File: config.mk
export PLATFORM = sky130hd
export DESIGN_NAME = stdout_uart_tx
export DESIGN_NICKNAME = d
export VERILOG_FILES = /design/src/rtl/stdout_uart_pkg.sv /design/src/rtl/uart_byte_fifo.sv /design/src/rtl/stdout_uart_tx.sv
export SDC_FILE = /design/constraint.sdc
export NUM_CORES = 1
export LEC_CHECK = 0
export ABC_AREA = 1
export BUFFER_PORTS_ARGS = -buffer_cell sky130_fd_sc_hd__buf_4
export CAP_MARGIN = 30
export CORE_MARGIN = 2
export CORE_UTILIZATION = 55
export CTS_CLUSTER_SIZE = 28
export DETAILED_ROUTE_END_ITERATION = 8
export GPL_TIMING_DRIVEN = 0
export PLACE_DENSITY = 0.83
export SLEW_MARGIN = 20
export SYNTH_ARGS = -nofsm -noshare
export SYNTH_HDL_FRONTEND = slang
export SYNTH_HIERARCHICAL = 1
export SYNTH_SLANG_ARGS = --single-unit
File: constraint.sdc
create_clock -name clk -period 2.8 [get_ports clk]
set_input_delay 0.56 -clock clk [delete_from_list [all_inputs] [get_ports clk]]
set_output_delay 0.56 -clock clk [all_outputs]
set_load 0.03 [all_outputs]
File: src/rtl/stdout_uart_pkg.sv
// Shared constants for the stdout console UART: register offsets, STATUS
// bit layout and transmit FSM state encoding.
package stdout_uart_pkg;

    localparam logic [2:0] REG_DATA   = 3'd0;
    localparam logic [2:0] REG_STATUS = 3'd4;

    localparam int COUNT_LSB = 0;
    localparam int FULL      = 4;
    localparam int TX_ACTIVE = 5;
    localparam int OVERFLOW  = 6;

    typedef enum logic [1:0] {
        IDLE  = 2'd0,
        START = 2'd1,
        DATA  = 2'd2,
        STOP  = 2'd3
    } tx_state_t;

endpackage

File: src/rtl/uart_byte_fifo.sv
// Byte FIFO feeding the console transmitter. Head byte is visible on pop_data
// while the FIFO is non-empty; pushes to a full FIFO are ignored.
module uart_byte_fifo #(
    parameter int DEPTH = 8,
    parameter int CW    = $clog2(DEPTH) + 1
) (
    input  logic          clk,
    input  logic          rst_n,
    input  logic          push,
    input  logic [7:0]    push_data,
    input  logic          pop,
    output logic [7:0]    pop_data,
    output logic          full,
    output logic          empty,
    output logic [CW-1:0] count
);

    localparam int AW = $clog2(DEPTH);

    logic [7:0]    mem_q [DEPTH];
    logic [AW-1:0] wr_ptr_q, wr_ptr_d;
    logic [AW-1:0] rd_ptr_q, rd_ptr_d;
    logic [CW-1:0] count_q, count_d;
    logic          push_ok;
    logic          pop_ok;

    assign full     = (count_q == CW'(DEPTH));
    assign empty    = (count_q == '0);
    assign count    = count_q;
    assign pop_data = mem_q[rd_ptr_q];

    // Full is judged on pre-edge state, so a same-cycle pop never frees room.
    assign push_ok = push && !full;
    assign pop_ok  = pop && !empty;

    always_comb begin
        wr_ptr_d = wr_ptr_q;
        rd_ptr_d = rd_ptr_q;
        count_d  = count_q;
        if (push_ok) begin
            wr_ptr_d = wr_ptr_q + AW'(1);
        end
        if (pop_ok) begin
            rd_ptr_d = rd_ptr_q + AW'(1);
        end
        case ({push_ok, pop_ok})
            2'b10:   count_d = count_q + CW'(1);
            2'b01:   count_d = count_q - CW'(1);
            default: count_d = count_q;
        endcase
    end

    always_ff @(posedge clk or negedge rst_n) begin
        if (!rst_n) begin
            wr_ptr_q <= '0;
            rd_ptr_q <= '0;
            count_q  <= '0;
        end else begin
            wr_ptr_q <= wr_ptr_d;
            rd_ptr_q <= rd_ptr_d;
            count_q  <= count_d;
        end
    end

    always_ff @(posedge clk) begin
        if (push_ok) begin
            mem_q[wr_ptr_q] <= push_data;
        end
    end

endmodule

File: src/rtl/stdout_uart_tx.sv
// Memory-mapped console output: DATA stores are queued and sent as UART 8N1,
// STATUS exposes fill level, activity and a sticky overflow flag.
module stdout_uart_tx
    import stdout_uart_pkg::*;
#(
    parameter int          CLKS_PER_BIT = 16,
    parameter int          FIFO_DEPTH   = 8,
    parameter logic [31:0] BASE_ADDR    = 32'hFFFF_0000
) (
    input  logic        clk,
    input  logic        rst_n,
    input  logic [31:0] addr,
    input  logic [31:0] wdata,
    input  logic        mem_write,
    input  logic        mem_read,
    output logic        hit,
    output logic [31:0] rdata,
    output logic        txd,
    output logic        busy
);

    localparam int CW = $clog2(FIFO_DEPTH) + 1;
    localparam int BW = (CLKS_PER_BIT > 1) ? $clog2(CLKS_PER_BIT) : 1;

    tx_state_t     state_q, state_d;
    logic [BW-1:0] baud_q, baud_d;
    logic [2:0]    bit_idx_q, bit_idx_d;
    logic [7:0]    shift_q, shift_d;
    logic          txd_q, txd_d;
    logic          overflow_q, overflow_d;

    logic          sel_status;
    logic          wr_data;
    logic          wr_status;
    logic          pop;
    logic          baud_end;
    logic          tx_active;
    logic [31:0]   status;

    logic [7:0]    fifo_rdata;
    logic          fifo_full;
    logic          fifo_empty;
    logic [CW-1:0] fifo_count;
    logic [4:0]    count_ext;

    logic          unused_ok;
    assign unused_ok = ^{addr[1:0], wdata[31:8]};

    assign hit        = (addr[31:3] == BASE_ADDR[31:3]);
    assign sel_status = (addr[2] == REG_STATUS[2]);
    assign wr_data    = mem_write && hit && !sel_status;
    assign wr_status  = mem_write && hit && sel_status;

    uart_byte_fifo #(
        .DEPTH (FIFO_DEPTH),
        .CW    (CW)
    ) u_fifo (
        .clk       (clk),
        .rst_n     (rst_n),
        .push      (wr_data),
        .push_data (wdata[7:0]),
        .pop       (pop),
        .pop_data  (fifo_rdata),
        .full      (fifo_full),
        .empty     (fifo_empty),
        .count     (fifo_count)
    );

    assign count_ext = 5'(fifo_count);
    assign tx_active = (state_q != IDLE);
    assign busy      = tx_active || !fifo_empty;

    always_comb begin
        status                     = '0;
        status[COUNT_LSB +: 4]     = count_ext[3:0];
        status[FULL]               = fifo_full;
        status[TX_ACTIVE]          = tx_active;
        status[OVERFLOW]           = overflow_q;
    end

    // DATA reads as zero, so only a STATUS hit drives the bus.
    assign rdata = (mem_read && hit && sel_status) ? status : 32'd0;

    always_comb begin
        overflow_d = overflow_q;
        if (wr_status) begin
            overflow_d = 1'b0;
        end else if (wr_data && fifo_full) begin
            overflow_d = 1'b1;
        end
    end

    assign baud_end = (baud_q == BW'(CLKS_PER_BIT - 1));

    always_comb begin
        state_d   = state_q;
        baud_d    = baud_q;
        bit_idx_d = bit_idx_q;
        shift_d   = shift_q;
        pop       = 1'b0;
        case (state_q)
            IDLE: begin
                if (!fifo_empty) begin
                    pop     = 1'b1;
                    shift_d = fifo_rdata;
                    state_d = START;
                    baud_d  = '0;
                end
            end
            START: begin
                if (baud_end) begin
                    state_d   = DATA;
                    baud_d    = '0;
                    bit_idx_d = '0;
                end else begin
                    baud_d = baud_q + BW'(1);
                end
            end
            DATA: begin
                if (baud_end) begin
                    baud_d    = '0;
                    bit_idx_d = bit_idx_q + 3'd1;
                    if (bit_idx_q == 3'd7) begin
                        state_d = STOP;
                    end
                end else begin
                    baud_d = baud_q + BW'(1);
                end
            end
            STOP: begin
                if (baud_end) begin
                    baud_d = '0;
                    // Chain straight into the next start bit so frames have no gap.
                    if (!fifo_empty) begin
                        pop     = 1'b1;
                        shift_d = fifo_rdata;
                        state_d = START;
                    end else begin
                        state_d = IDLE;
                    end
                end else begin
                    baud_d = baud_q + BW'(1);
                end
            end
            default: begin
                state_d = IDLE;
                baud_d  = '0;
            end
        endcase

        case (state_d)
            START:   txd_d = 1'b0;
            DATA:    txd_d = shift_d[bit_idx_d];
            default: txd_d = 1'b1;
        endcase
    end

    always_ff @(posedge clk or negedge rst_n) begin
        if (!rst_n) begin
            state_q    <= IDLE;
            baud_q     <= '0;
            bit_idx_q  <= '0;
            shift_q    <= '0;
            txd_q      <= 1'b1;
            overflow_q <= 1'b0;
        end else begin
            state_q    <= state_d;
            baud_q     <= baud_d;
            bit_idx_q  <= bit_idx_d;
            shift_q    <= shift_d;
            txd_q      <= txd_d;
            overflow_q <= overflow_d;
        end
    end

    assign txd = txd_q;

endmodule

==> results of run 1 <==
==> routing by layer <==
layer	vias to the layer above	part of all wire
met3	19	0.070
met5	-	0
met4	0	0.026
li1	1925	-
met2	168	0.51
met1	1808	0.40
==> layout make-up <==
class | count | area (sq um)
buffer | 37 | 277
clock buffer | 9 | 124
clock inverter | 7 | 57.6
fill | 677 | 2860
inverter | 76 | 285
multi-input combinational | 386 | 1870
sequential | 93 | 2650
tap | 108 | 135
timing repair buffer | 56 | 418
==> report_power, final <==
group          switching [uW]  internal [uW]  total (uW)
Combinational             109           78.5         187
Clock                     491            333         824
Sequential               1.71           1470        1470
==> critical path, delay by kind of cell <==
| kind | cells | cell delay (ns) |
|---|---|---|
| simple gates | 11 | 1.60 |
| fa+ha+maj | 2 | 0.46 |
| buf+inv | 2 | 0.26 |
==> registers in the layout, summed over array words and instances (netlist names) <==
signal	count
u_fifo/mem_q	64
shift_q	8
baud_q	4
u_fifo/count	4
bit_idx_q	3
u_fifo/rd_ptr_q	3
u_fifo/wr_ptr_q	3
state_q	2
overflow_q	1
txd	1
==> worst max-delay path by stage <==
stage	end	slack (ns)	cells past startpoint
after global placement	u_fifo/mem_q[7][2]$_DFFE_PP_	-0.73	9
final	u_fifo/count[3]$_DFFE_PN0P_	0.18	15
after global routing	u_fifo/count[3]$_DFFE_PN0P_	0.008	14
after CTS	u_fifo/count[2]$_DFFE_PN0P_	0.03	12
after detailed placement	u_fifo/count[3]$_DFFE_PN0P_	-0.24	15
after floorplan	u_fifo/count[3]$_DFFE_PN0P_	0.01	14
==> metrics by stage <==
step,cell area (sq um),util,instances
2_1_floorplan,5030,-,592
3_3_place_gp,5550,0.639,751
3_5_place_dp,5600,0.646,754
4_1_cts,5790,0.667,770
5_1_grt,5820,0.670,772
6_report,5820,0.670,772
==> cells in the final DEF, fill, tap and decap left out, types with 5 or more instances in the layout <==
master,n
or2_2,5
nor2_1,86
nand3_1,26
dfrtp_1,28
buf_2,6
buf_4,82
nand2_2,5
edfxtp_1,64
ha_1,10
a21oi_1,7
inv_1,75
nand2_1,169
o21ai_0,8
nand4_1,10
clkbuf_8,9
nor3_2,7
conb_1,25
==> cell families after synthesis <==
logic type               count (synthesis)  share of synthesized area
AND/OR/NAND/NOR                        319                      0.272
buffers and inverters                  113                      0.114
AO/OA/AOI/OAI                           20                     0.0226
XOR/XNOR                                 7                     0.0125
other                                    1                   0.000762
adder cells (fa/ha/maj)                 15                     0.0397
flip-flops                              93                      0.539
==> repair_timing <==
item                                    in CTS  in global routing
resized for setup                            1                  4
setup buffers                                0                  2
pin swaps                                    0                  1
endpoints found under the setup margin       3                  3
endpoints found under the hold margin        0                  0
==> reports/qor.yml, run 1 <==
sta:
  finClkSkew_ns: 0.0151
  period_needed_ns: 2.62
  fmax_ghz: 0.382
  maxSlewHeadroom: 0.407
  drv_slew: 0
  setup_viol: 0
  tightest_slew_ns: 0.885
  finalHoldViolations: 0
  rsz0062_at_grt: "false"
  period_share: 0.936
  tns_ns: 0
  whs_ns: 0.0982
  setup_ws_ns: 0.180
route:
  postRouteAntennaNets: 0
  wl_per_cell_microns: 13.9
  via_per_inst: 5.08
  drt_iter0_drc: 333
  vias: 3920
  routed_wl_mm: 10.7
  first_pass_iters: 5
  drc: 0
worst_setup_path:
  r2r-start: "state_q[0]$_DFF_PN0_"
  cpPeakStageDelay_ns: 0.31
  worstPathArrival_ns: 2.88
  worstPathRequired_ns: 3.06
  critPathMostFrequentCell: "nand2_1"
  rr_endpoint: "u_fifo/count[3]$_DFFE_PN0P_"
  crit_fanout: 10
  r2r_slack_ns: 0.24
  cp_cell_sequence: "buf_4, or2_2, nor4_2, and2_4, nand2_2, nor2_2, nand2_2, buf_6, ha_2, ha_4, or2_2, nand2_1, nand2_1, nand3_1, nand2_1"
  startpoint: "addr[12]"
  worst-setup-path-type: "input pin to register"
  r2r_cells: 14
  critical_path.endpoint_type: "register"
  critPathSlowestCell: "or2_2"
  critPathLaunchType: "input pin"
clock_tree:
  cts_inserted_buffers: 9
  cts_root_buffer: "clkbuf_8"
  cts.sinks: 93
  htree_levels: 3
  cts_buffer_depth: 2
  path_clk_slew_ns: 0.10
  cts_tree: "done"
  hold_buffers: 0
  clk-insertion-delay-late_ns: 0.37
logic_synthesis:
  ys_seq_area_frac: 0.539
  synth.distinct_cells: 33
  synthTopCellsByCount: "170 x nand2_1, 88 x nor2_1, 75 x inv_1"
  yosys_most_used_dff: "edfxtp_1"
  netlist_top_cells_area: "edfxtp_1 39%, dfrtp_1 14%, nand2_1 13%"
  synth_seq_cells: 93
  synth_edf_count: 64
  yosysWarnings: 6
  yosysMostFrequentCell: "nand2_1"
  ys_async_sr_fraction: 0.312
  netlist_area_sq_um: 4920
  synth_top_area_frac: 0.391
  synth.avg_cell_area_sq_um: 8.66
  syn_inst: 568
  synth_area_leader_cell: "edfxtp_1"
pwr:
  ir_drop_uv: 311
  power_leakage_uw: 0.00278
  total_power_uw: 2490
  power.density_nw_per_um2: 427
run:
  max-cap-violations: 0
cells_and_area:
  n_antenna_cell: 0
  layout.nets: 742
  drive_gt1_frac: 0.211
  syn_to_final_growth_pct: 18.3
floorplan:
  rows: 34
  initial_core_util: 0.567
  die_h_microns: 98.6
  die_x_microns: 98.6
  coreArea_sq_um: 8680
  die_area_sq_um: 9720
  io_pins: 103
grt:
  antenna_found_initial: 0
  grt_max_degree: 30
  gr-usage-all-layers: 0.226
  grt.overflow.total: 0
  grt_util_met2: 0.395
  grt_busiest_layer: "met2"
  grt_util_met1: 0.280
  grt_pass1_wl_mm: 17.3
  grt_pass1_vias: 3814
  use_met3: 0.0404
min_path:
  hold_class: "input pin to asynchronous set/reset pin"
run_status:
  status: "complete, no violations"
placed_design:
  dp_worst_setup_slack_ns: -0.242
  portBuffers: 51
  hpwlAfterDp_mm: 7.76
  place_congestion: 0.885
(Power assumes the default switching activity.)
==> run 2: changes to the inputs <==
Settings changed: PLACE_DENSITY 0.83 to 0.8.
==> reports/qor.yml, run 2 (synthesis gave the netlist of run 1 again) <==
run_status:
  status: "complete, no violations"
floorplan:
  initial_core_util: 0.567
  die_area_sq_um: 9720
  rows: 34
  die_x_microns: 98.6
  die_h_microns: 98.6
  coreArea_sq_um: 8680
  io_pins: 103
route:
  drc: 0
  wl_per_cell_microns: 13.4
  postRouteAntennaNets: 0
  routed_wl_mm: 10.3
  first_pass_iters: 4
  vias: 3896
  via_per_inst: 5.05
  drt_iter0_drc: 237
worst_setup_path:
  critPathLaunchType: "input pin"
  r2r_cells: 14
  crit_fanout: 10
  worstPathArrival_ns: 2.85
  worst-setup-path-type: "input pin to register"
  worstPathRequired_ns: 3.07
  critical_path.endpoint_type: "register"
sta:
  maxSlewHeadroom: 0.447
  drv_slew: 0
  period_needed_ns: 2.58
  period_share: 0.922
  finalHoldViolations: 0
  setup_viol: 0
  fmax_ghz: 0.387
  tightest_slew_ns: 0.826
  finClkSkew_ns: 0.0150
  tns_ns: 0
placed_design:
  post_dp_cell_area_sq_um: 5600
  hpwlAfterDp_mm: 7.38
  place_congestion: 0.812
  portBuffers: 51
pwr:
  ir_drop_uv: 364
  power_leakage_uw: 0.00278
  power.density_nw_per_um2: 434
clock_tree:
  clk-insertion-delay-late_ns: 0.37
  cts_root_buffer: "clkbuf_8"
  cts.sinks: 93
  cts_buffer_depth: 2
  path_clk_slew_ns: 0.10
  htree_levels: 3
  cts_tree: "done"
  cts_inserted_buffers: 9
grt:
  grt_pass1_wl_mm: 17.0
  grt_pass1_vias: 3763
  grt_max_degree: 30
  grt.overflow.total: 0
  gr-usage-all-layers: 0.221
  antenna_found_initial: 0
cells_and_area:
  mostFrequentLayoutCell: "nand2_1"
  final.fill_count: 674
  n_antenna_cell: 0
  largest_reg_flops: 64
  syn_to_final_growth_pct: 18.5
  layout.nets: 741
  final_cell_mix: "169 x nand2_1, 86 x nor2_1, 82 x buf_4"
  reg_top3: "u_fifo/mem_q: 64 flops, shift_q: 8 flops"
  drive_gt1_frac: 0.211
  largest_register: "u_fifo/mem_q"
  finalInstanceArea_sq_um: 5830
min_path:
  hold_class: "input pin to asynchronous set/reset pin"
run:
  max-cap-violations: 0
## run 2: what timing repair did
item / CTS / global route
resized for setup: 1 / 6
hold buffers: 0 / 0
gates cloned: 0 / 0
setup endpoints to repair: 2 / 3
setup buffers: 0 / 2
pin swaps: 0 / 1
## run 2: worst paths after layout
kind	startpoint	endpoint	slack [ns]
min	rst_n	state_q[1]$_DFF_PN0_	0.1
min in group clk	wdata[3]	u_fifo/mem_q[5][3]$_DFFE_PP_	0.42
min reg2reg	shift_q[4]$_DFF_PN0_	shift_q[4]$_DFF_PN0_	0.47
max in group asynchronous	rst_n	txd$_DFF_PN1_	2.39
max reg2reg	state_q[0]$_DFF_PN0_	u_fifo/count[3]$_DFFE_PN0P_	0.26
max	addr[12]	u_fifo/count[3]$_DFFE_PN0P_	0.22
## run 2: worst max-delay path: stages
cell and delay (ns):
buf_4 0.10, or2_2 0.29, nor4_2 0.26, and2_4 0.20, nand2_2 0.06, nor2_2 0.13, nand2_2 0.10, buf_6 0.16
ha_2 0.23, ha_4 0.22, or2_2 0.31, nand2_1 0.07, nand2_1 0.04, nand3_1 0.07, nand2_1 0.05
## run 2: layout make-up
class / instances / area, sq um / area share
flip-flops and latches: 93 / 2650 / 0.454
repair buffers: 55 / 413 / 0.0708
multi-input cells: 386 / 1880 / 0.322
well taps: 108 / 135 / 0.0232
plain buffers: 37 / 277 / 0.0474
clock inverters: 7 / 67.6 / 0.0116
inverters: 76 / 285 / 0.0489
clock buffers: 9 / 124 / 0.0213
## run 2: per-layer routing
metal  part of all wire  track usage  up-vias
li1                   -            -     1917
met1               0.42        0.277     1819
met2               0.50        0.378      147
met3              0.061       0.0348       13
met4              0.019        0.103        0
met5                  0            0        -
## run 2: metrics by stage
stage / hold WS, ns / total power [uW] / setup slack (ns) / instances / utilization
final: 0.0960 / 2530 / 0.219 / 771 / 0.672
after global routing: 0.116 / 2610 / -0.00472 / 771 / 0.672
after CTS: 0.103 / 2540 / 0.0505 / 769 / 0.668
after detailed placement: 0.454 / 1690 / -0.206 / 753 / 0.646
after global placement: 0.449 / 1690 / -0.650 / 751 / 0.639
after floorplan: 0.264 / 1620 / 0.0127 / 592 / -
## run 2: power by group
part           internal [uW]  switching, uW  leakage (uW)
Sequential              1470           1.71      0.000966
Combinational           78.6            109       0.00172
Clock                    346            523     0.0000945
Total                   1900            634       0.00278
